## src/rtl/tristate_bus_pkg.sv

```systemverilog
// Shared types for the tristate bus arbiter: state encoding and helpers.
// Optional hold timeout is enabled by defining ARB_TIMEOUT_EN.
package tristate_bus_pkg;

    localparam int STATE_W = 2;

    typedef enum logic [STATE_W-1:0] {
        S_IDLE  = 2'd0,
        S_GRANT = 2'd1,
        S_TURN  = 2'd2
    } state_t;

    function automatic int wrap_add(int a, int b, int n);
        return (a + b) % n;
    endfunction

endpackage

```

## src/rtl/tristate_bus_if.sv

```systemverilog
// Request/grant bundle between the requesters and the bus arbiter.
// The master side is the arbiter; the slave side is the requester group.
interface tristate_bus_if #(
    parameter int N = 4
);
    localparam int IW = $clog2(N);

    logic [N-1:0]  req;
    logic [N-1:0]  grant;
    logic [IW-1:0] grant_id;
    logic          bus_oe;
    logic          preempt;

    modport master (
        input  req,
        output grant,
        output grant_id,
        output bus_oe,
        output preempt
    );

    modport slave (
        output req,
        input  grant,
        input  grant_id,
        input  bus_oe,
        input  preempt
    );

endinterface

```

## src/rtl/tristate_bus_arbiter_pick.sv

```systemverilog
// Rotating-priority encoder: first requester after last_id, wrapping mod N.
// Purely combinational; the arbiter registers its result.
import tristate_bus_pkg::*;

module rr_priority_pick #(
    parameter int N = 4
) (
    input  logic [N-1:0]         req,
    input  logic [$clog2(N)-1:0] last_id,
    output logic [$clog2(N)-1:0] winner_id,
    output logic                 any_req
);
    localparam int IW = $clog2(N);

    logic [IW-1:0] idx;

    // Scan from lowest to highest priority so the nearest hit wins.
    always_comb begin
        winner_id = last_id;
        any_req   = 1'b0;
        idx       = '0;
        for (int k = N; k >= 1; k--) begin
            idx = IW'(wrap_add(int'(last_id), k, N));
            if (req[idx]) begin
                winner_id = idx;
                any_req   = 1'b1;
            end
        end
    end

endmodule

```

## src/rtl/tristate_bus_arbiter.sv

```systemverilog
// Round-robin tristate bus arbiter with one dead cycle between owners.
// Define ARB_TIMEOUT_EN to force release after HOLD_MAX grant cycles.
import tristate_bus_pkg::*;

module tristate_bus_arbiter #(
    parameter int N        = 4,
    parameter int HOLD_MAX = 8
) (
    input logic            clk,
    input logic            reset,
    tristate_bus_if.master bus
);
    localparam int IW = $clog2(N);

    if (N < 2 || N > 16) begin : g_bad_n
        $error("N must be in 2..16");
    end
    if (HOLD_MAX < 1) begin : g_bad_hold
        $error("HOLD_MAX must be >= 1");
    end

    state_t        state;
    logic [N-1:0]  grant_q;
    logic [IW-1:0] gid_q;
    logic [IW-1:0] last_q;
    logic          oe_q;
    logic [IW-1:0] win;
    logic          any;
    logic          owner_req;
    logic          expire;

    rr_priority_pick #(.N(N)) u_pick (
        .req       (bus.req),
        .last_id   (last_q),
        .winner_id (win),
        .any_req   (any)
    );

    assign owner_req = bus.req[gid_q];

`ifdef ARB_TIMEOUT_EN
    localparam int HW = $clog2(HOLD_MAX + 1);

    logic [HW-1:0] hold_q;
    logic          pre_q;

    // Counter holds cycles already completed, so this is the last one.
    assign expire = (hold_q == HW'(HOLD_MAX - 1));

    always_ff @(posedge clk) begin
        if (reset) begin
            hold_q <= '0;
            pre_q  <= 1'b0;
        end else begin
            pre_q <= 1'b0;
            if (state == S_GRANT) begin
                hold_q <= hold_q + HW'(1);
                if (expire && owner_req) begin
                    pre_q <= 1'b1;
                end
            end else begin
                hold_q <= '0;
            end
        end
    end

    assign bus.preempt = pre_q;
`else
    assign expire      = 1'b0;
    assign bus.preempt = 1'b0;
`endif

    always_ff @(posedge clk) begin
        if (reset) begin
            state   <= S_IDLE;
            grant_q <= '0;
            gid_q   <= '0;
            last_q  <= IW'(N - 1);
            oe_q    <= 1'b0;
        end else begin
            unique case (state)
                S_IDLE, S_TURN: begin
                    if (any) begin
                        grant_q <= N'(1) << win;
                        gid_q   <= win;
                        last_q  <= win;
                        oe_q    <= 1'b1;
                        state   <= S_GRANT;
                    end else begin
                        state   <= S_IDLE;
                    end
                end
                S_GRANT: begin
                    if (!owner_req || expire) begin
                        grant_q <= '0;
                        oe_q    <= 1'b0;
                        state   <= S_TURN;
                    end
                end
                default: begin
                    grant_q <= '0;
                    oe_q    <= 1'b0;
                    state   <= S_IDLE;
                end
            endcase
        end
    end

    assign bus.grant    = grant_q;
    assign bus.grant_id = gid_q;
    assign bus.bus_oe   = oe_q;

endmodule

```

## src/flat_wrapper.sv

```systemverilog
// flat-port wrapper written by rule: the top's interface ports become plain ports
module tristate_bus_arbiter_flat 
#(
    parameter int N        = 4,
    parameter int HOLD_MAX = 8
)
  (clk, reset, bus_req, bus_grant, bus_grant_id, bus_bus_oe, bus_preempt);
  tristate_bus_if #(.N(N)) bus_i ();
  input logic clk;
  input logic reset;
  input wire logic [$bits(bus_i.req)-1:0] bus_req;
  output wire logic [$bits(bus_i.grant)-1:0] bus_grant;
  output wire logic [$bits(bus_i.grant_id)-1:0] bus_grant_id;
  output wire logic [$bits(bus_i.bus_oe)-1:0] bus_bus_oe;
  output wire logic [$bits(bus_i.preempt)-1:0] bus_preempt;
  assign bus_i.req = bus_req;
  assign bus_grant = bus_i.grant;
  assign bus_grant_id = bus_i.grant_id;
  assign bus_bus_oe = bus_i.bus_oe;
  assign bus_preempt = bus_i.preempt;
  tristate_bus_arbiter #(.N(N), .HOLD_MAX(HOLD_MAX)) u_core (.clk(clk), .reset(reset), .bus(bus_i));
endmodule
```

## config.mk

```make
export PLATFORM = sky130hd
export DESIGN_NAME = tristate_bus_arbiter_flat
export DESIGN_NICKNAME = d
export VERILOG_FILES = /design/src/rtl/tristate_bus_pkg.sv /design/src/rtl/tristate_bus_if.sv /design/src/rtl/tristate_bus_arbiter_pick.sv /design/src/rtl/tristate_bus_arbiter.sv /design/src/flat_wrapper.sv
export SDC_FILE = /design/constraint.sdc
export NUM_CORES = 1
export LEC_CHECK = 0
export ABC_AREA = 1
export BUFFER_PORTS_ARGS = -buffer_cell sky130_fd_sc_hd__buf_4
export CORE_UTILIZATION = 40
export DETAILED_ROUTE_END_ITERATION = 12
export GPL_TIMING_DRIVEN = 1
export PLACE_DENSITY = 0.58
export SYNTH_ARGS = -nofsm -noshare
export SYNTH_HDL_FRONTEND = slang
export SYNTH_HIERARCHICAL = 1
export SYNTH_SLANG_ARGS = --single-unit
```

## constraint.sdc

```tcl
create_clock -name clk -period 2.3 [get_ports clk]
set_input_delay 0.23 -clock clk [delete_from_list [all_inputs] [get_ports clk]]
set_output_delay 0.23 -clock clk [all_outputs]
set_load 0.01 [all_outputs]
```

==> impl_results.md, run 1 <==
* Outcome: finished, final reports clean
* Port bufs at 12
* CTS sink cnt at 11
* Worst Hold Class: in2reg
* Synthesized area at 691.9 um^2
* Vias per Instance at 4.824
* Final setup fails at 0
* DP Wirelength at 1113 um
* Final worst setup slack at 0.3886 ns
* Syn nets at 112
* Fin nets at 127
* Pwr dens at 1344 nW/um^2
* GRT Overall Usage at 0.1810
* Most common cell after layout, fill and taps aside: nand2_1
* Root Driver: clkbuf_4
* Per-cell routed wire length at 10.27 um
* Total wire length at 1397 um
* Post-CTS Resized at 0
* Critical path class: reg2reg
* Layout area overhead at 17.54%
* Library cells used by synthesis at 21
* # rows at 14
* Period utilisation layout at 0.8311
* Final TNS setup at 0 ns
* Met2 wire len at 686 um
* # diodes at 0
* Pre-antenna DRT Iters at 4
* Post-Layout Cell Count at 136
* Endpoints failing hold at 0
* Post-Synthesis Cells at 106
* Vias in the first global route at 603
* Initial antenna violation count at 0
* Placed cell count at 132
* Tot Pwr at 1093 uW
* Ys Warns at 6
* Largest net degree at the start of global routing at 11
* DR vias at 656
* # fillers at 176
* Clock Latency Late Sink at 0.27 ns
* Period minus WS final at 1.911 ns
* Highest routed metal layer: met4
* Crit start category: flop
* Max VDD drop at 0.0006521 V
* Antenna-violating nets left at 0
* Worst Path Arrival at 2.11 ns
* Die Span Y at 43.59 um
* Fmax at 523.2 MHz
* DP Area at 787.0 um^2
* Unrepaired setup endpoints after global routing: no
* Routability cong. at 0.9059
* First-pass GRT wire length at 2470 um
* Crit Path Max Fanout at 8
* Initial Util at 0.4438
* Maxcap violations at 0
* Post-Syn Area per Cell at 6.527 um^2
* Pre-CTS setup slack at 0.4349 ns
* DRT iter0 DRCs at 10
* CTS tree: done
* Storage cell area at 220.2 um^2
* Die X at 43.59 um
* Met3 Routed Length at 48 um
* Clk slew on worst S/H paths at 0.06 ns
* Core area at 1559 um^2
* Post-CTS Hold Fix Bufs at 0
* Share of layout cells above drive strength 1 at 0.3417
* Post-synthesis register bit count at 11
* Post CTS Setup Buffer Count at 0
* Final Cell Area at 813.3 um^2
* Die area at 1900 um^2
* Most frequent cells in the layout: nand2_1 (30), buf_4 (13), nand2_2 (12)
* Clk_skew at 0.004043 ns
* TritonCTS buffer count at 3
* DRC errors left at 0
* Post-synthesis sequential area ratio at 0.3183
* Footprint of the multi-input gates at 377.9 um^2
* Leak at 0.0004240 uW
* Slew Viols, Final at 0
* I/O pins at 14
* Metal-1 WL at 647 um
* CTS Buffer Depth at 2
* H-tree depth at 1
* Critical Path RT at 2.50 ns
* Grt total ovfl at 0
* CP Capture Type: flop
-- area by class of cell --
cell class / count / share of cell area
multi-input combinational: 75 / 0.4646
sequential: 11 / 0.2708
timing repair buffer: 13 / 0.1200
inverter: 17 / 0.08769
clock buffer: 4 / 0.03231
tap: 16 / 0.02462
-- metal layers --
layer  vias up  global-route usage
li1        352                   -
met1       291              0.2051
met2        11              0.2955
met3         2             0.04167
met4         0              0.1313
met5         -                   0
-- state kept, by name (all words and copies together) (netlist names) --
signal,flops
u_core/bus.grant_id,2
u_core/bus.bus_oe,1
u_core/bus.grant,4
u_core/last_q,2
u_core/state,2
-- critical path, cell delays in order, from the launching register on --
cell and delay, ns:
dfxtp_1 0.58, nand2_1 0.15, o21ai_2 0.11, nand2_1 0.08, nand2_2 0.08, a21oi_1 0.05, nand2_1 0.07, inv_2 0.05
nor2_4 0.10, inv_2 0.09, nor2_4 0.10, inv_2 0.05, or2_0 0.22, a21oi_2 0.14
-- Yosys cell counts (all sizes together) --
cell    number  area share
nand2       43        0.29
o21ai        3       0.027
nand3        8       0.058
a21oi       11       0.085
or2          1      0.0090
buf          2       0.027
clkbuf       1      0.0054
conb         1      0.0054
nor2         7       0.063
inv         17        0.10
a211oi       1       0.011
dfxtp       11        0.32
-- cells by family after synthesis --
logic type	count (synthesis)	synth area share
buf+inv	20	0.1356
simple gates	59	0.4177
flops	11	0.3183
compound gates	15	0.1230
other cells	1	0.005420
-- final timing paths --
kind | cells past startpoint | slack [ns] | from | endpoint
worst max-delay path | 13 | 0.39 | u_core/last_q[0]$_SDFFE_PP1P_ | u_core/bus.grant[2]$_SDFFE_PP0P_
worst min-delay path | 2 | 0.20 | reset | u_core/bus.grant[2]$_SDFFE_PP0P_
worst max register to register | 13 | 0.39 | u_core/last_q[0]$_SDFFE_PP1P_ | u_core/bus.grant[2]$_SDFFE_PP0P_
worst min register to register | 2 | 0.46 | u_core/bus.grant[3]$_SDFFE_PP0P_ | u_core/bus.grant[3]$_SDFFE_PP0P_
-- through the flow --
stage / util / hold WS [ns]
6_report: 0.5217 / 0.1961
3_5_place_dp: 0.5048 / 0.4548
4_1_cts: 0.5217 / 0.1833
3_3_place_gp: 0.5048 / 0.4537
2_1_floorplan: - / 0.4695
5_1_grt: 0.5217 / 0.1767
-- power breakdown --
part | leakage, uW | internal, uW | switching, uW
Clock | 0.0000150 | 67.1 | 62.4
Sequential | 0.0000909 | 265 | 70.5
Combinational | 0.000318 | 249 | 380
Total | 0.000424 | 581 | 512
(Power assumes the default switching activity.)
==> run 2: changes to the inputs <==
--- a/config.mk
+++ b/config.mk
@@ -10,7 +10,7 @@
 export CORE_UTILIZATION = 40
 export DETAILED_ROUTE_END_ITERATION = 12
 export GPL_TIMING_DRIVEN = 1
-export PLACE_DENSITY = 0.58
+export PLACE_DENSITY = 0.61
 export SYNTH_ARGS = -nofsm -noshare
 export SYNTH_HDL_FRONTEND = slang
 export SYNTH_HIERARCHICAL = 1
==> constraint.sdc (replaced) <==
create_clock -name clk -period 1.68 [get_ports clk]
set_input_delay 0.168 -clock clk [delete_from_list [all_inputs] [get_ports clk]]
set_output_delay 0.168 -clock clk [all_outputs]
set_load 0.01 [all_outputs]
==> impl_results.md, run 2 (synthesis results as in run 1) <==
* Outcome: finished with violations (was finished, final reports clean)
* Slew Viols, Final at 0 (unchanged)
* Grt total ovfl at 0 (unchanged)
* DP Area at 822.0 um^2 (was 787.0 um^2)
* Fmax at 581.4 MHz (was 523.2 MHz)
* Post-CTS Hold Fix Bufs at 0 (unchanged)
* Final worst setup slack at -0.04006 ns (was 0.3886 ns)
* Core area at 1559 um^2 (unchanged)
* CTS tree: done (unchanged)
* Worst hold start: reset (unchanged)
* Final TNS setup at -0.04006 ns (was 0 ns)
* Die Span Y at 43.59 um (unchanged)
* Clk_skew at 0.004599 ns (was 0.004043 ns)
* Clk slew on worst S/H paths at 0.07 ns (was 0.06 ns)
* Crit start category: flop (unchanged)
* # fillers at 164 (was 176)
* Final setup fails at 1 (was 0)
* CP Capture Type: flop (unchanged)
* Layout area overhead at 32.19% (was 17.54%)
* Endpoints failing hold at 0 (unchanged)
* Post-Layout Cell Count at 143 (was 136)
* Max reg flops at 4 (unchanged)
* Port bufs at 12 (unchanged)
* Die area at 1900 um^2 (unchanged)
* Vias in the first global route at 598 (was 603)
* Period minus WS final at 1.720 ns (was 1.911 ns)
* Antenna-violating nets left at 0 (unchanged)
* I/O pins at 14 (unchanged)
* Leak at 0.0004642 uW (was 0.0004240 uW)
* Routability cong. at 0.7740 (was 0.9059)
* GRT Overall Usage at 0.1779 (was 0.1810)
* Pre-antenna DRT Iters at 8 (was 4)
* TritonCTS buffer count at 3 (unchanged)
* Pre-CTS setup slack at 0.0008520 ns (was 0.4349 ns)
* Die X at 43.59 um (unchanged)
* Crit Path Max Fanout at 10 (was 8)
* First-pass GRT wire length at 2532 um (was 2470 um)
* Most frequent cells in the layout: nand2_1 (28), buf_4 (19), nand2_2 (13) (was nand2_1 (30), buf_4 (13), nand2_2 (12))
* Largest net degree at the start of global routing at 12 (was 11)
* Share of layout cells above drive strength 1 at 0.4646 (was 0.3417)
* Period utilisation layout at 1.024 (was 0.8311)
* DR vias at 678 (was 656)
* Pwr dens at 1904 nW/um^2 (was 1344 nW/um^2)
* Placed cell count at 135 (was 132)
* Root Driver: clkbuf_4 (unchanged)
* Total wire length at 1528 um (was 1397 um)
* Initial antenna violation count at 0 (unchanged)
* Critical Path RT at 1.88 ns (was 2.50 ns)
* Clock Latency Late Sink at 0.27 ns (about the same)
* Worst Setup SP: u_core/last_q[0]$_SDFFE_PP1P_ (unchanged)
* Maxcap violations at 0 (unchanged)
* Worst R2R Start: u_core/last_q[0]$_SDFFE_PP1P_ (unchanged)
* H-tree depth at 1 (unchanged)
* Failing checks: design-rule violations, negative setup slack
* Vias per Instance at 4.741 (was 4.824)
* Critical path class: reg2reg (unchanged)
* Most common cell after layout, fill and taps aside: nand2_1 (unchanged)
* Max VDD drop at 0.0008485 V (was 0.0006521 V)
* DRT iter0 DRCs at 12 (was 10)
* Fin nets at 134 (was 127)
* DRC errors left at 3 (was 0)
* Per-cell routed wire length at 10.69 um (was 10.27 um)
* CTS sink cnt at 11 (unchanged)
* Initial Util at 0.4438 (unchanged)
* Unrepaired setup endpoints after global routing: yes (was no)
* Final Cell Area at 914.6 um^2 (was 813.3 um^2)
* Worst Hold Class: in2reg (unchanged)
* DP Wirelength at 1112 um (was 1113 um)
* # rows at 14 (unchanged)
* Worst Path Arrival at 1.92 ns (was 2.11 ns)
* # diodes at 0 (unchanged)
* CTS Buffer Depth at 2 (unchanged)
[run 2: worst paths after layout]
check                                     endpoint  slack (ns)  depth (start not counted)
hold / removal    u_core/bus.grant[2]$_SDFFE_PP0P_        0.14                          2
setup / recovery  u_core/bus.grant[2]$_SDFFE_PP0P_       -0.04                         14
setup reg to reg  u_core/bus.grant[2]$_SDFFE_PP0P_       -0.04                         14
hold reg to reg   u_core/bus.grant[0]$_SDFFE_PP0P_        0.46                          2
[run 2: report_power, final]
part	total (uW)	internal [uW]	switching, uW
logic	1120	489	627
clock network	181	91.9	88.7
registers	444	366	77.9
[run 2: worst max-delay path, stage by stage, from the launching register on]
cell	delay [ns]
dfxtp_2	0.34
buf_12	0.13
nand2_1	0.09
o21ai_4	0.09
nand2_1	0.09
nand2_2	0.08
a21oi_2	0.03
nand2_1	0.07
inv_2	0.05
nor2_4	0.11
inv_2	0.07
nor2_4	0.12
inv_2	0.05
or2_1	0.21
a21oi_2	0.13
[run 2: area by class of cell]
cell class,count,area [um^2],share of cell area
inverters,17,71.32,0.07798
flip-flops and latches,11,222.7,0.2435
well taps,16,20.02,0.02189
repair buffers,20,162.7,0.1778
clock buffers,4,26.28,0.02873
multi-input cells,75,411.6,0.4501
[run 2: stage by stage]
stage	utilization	hold WS, ns	power, uW
after detailed placement	0.5273	0.4153	1403
after CTS	0.5449	0.1318	1594
final	0.5867	0.1402	1741
after global routing	0.5867	0.1340	1903
after global placement	0.5273	0.4134	1383
after floorplan	-	0.4695	1099
[run 2: routing by layer]
layer,GRT usage,up-vias,share of wire
met5,0,-,0
met4,0.03750,0,0
met3,0.06667,0,0.058
met2,0.2507,15,0.47
met1,0.2577,300,0.47
li1,-,363,-
[run 2: what timing repair did]
action,in CTS,in global routing
gates resized for setup,1,13
hold endpoints to repair,0,0
buffers inserted,0,4
pin swaps,1,6
endpoints found under the setup margin,1,10
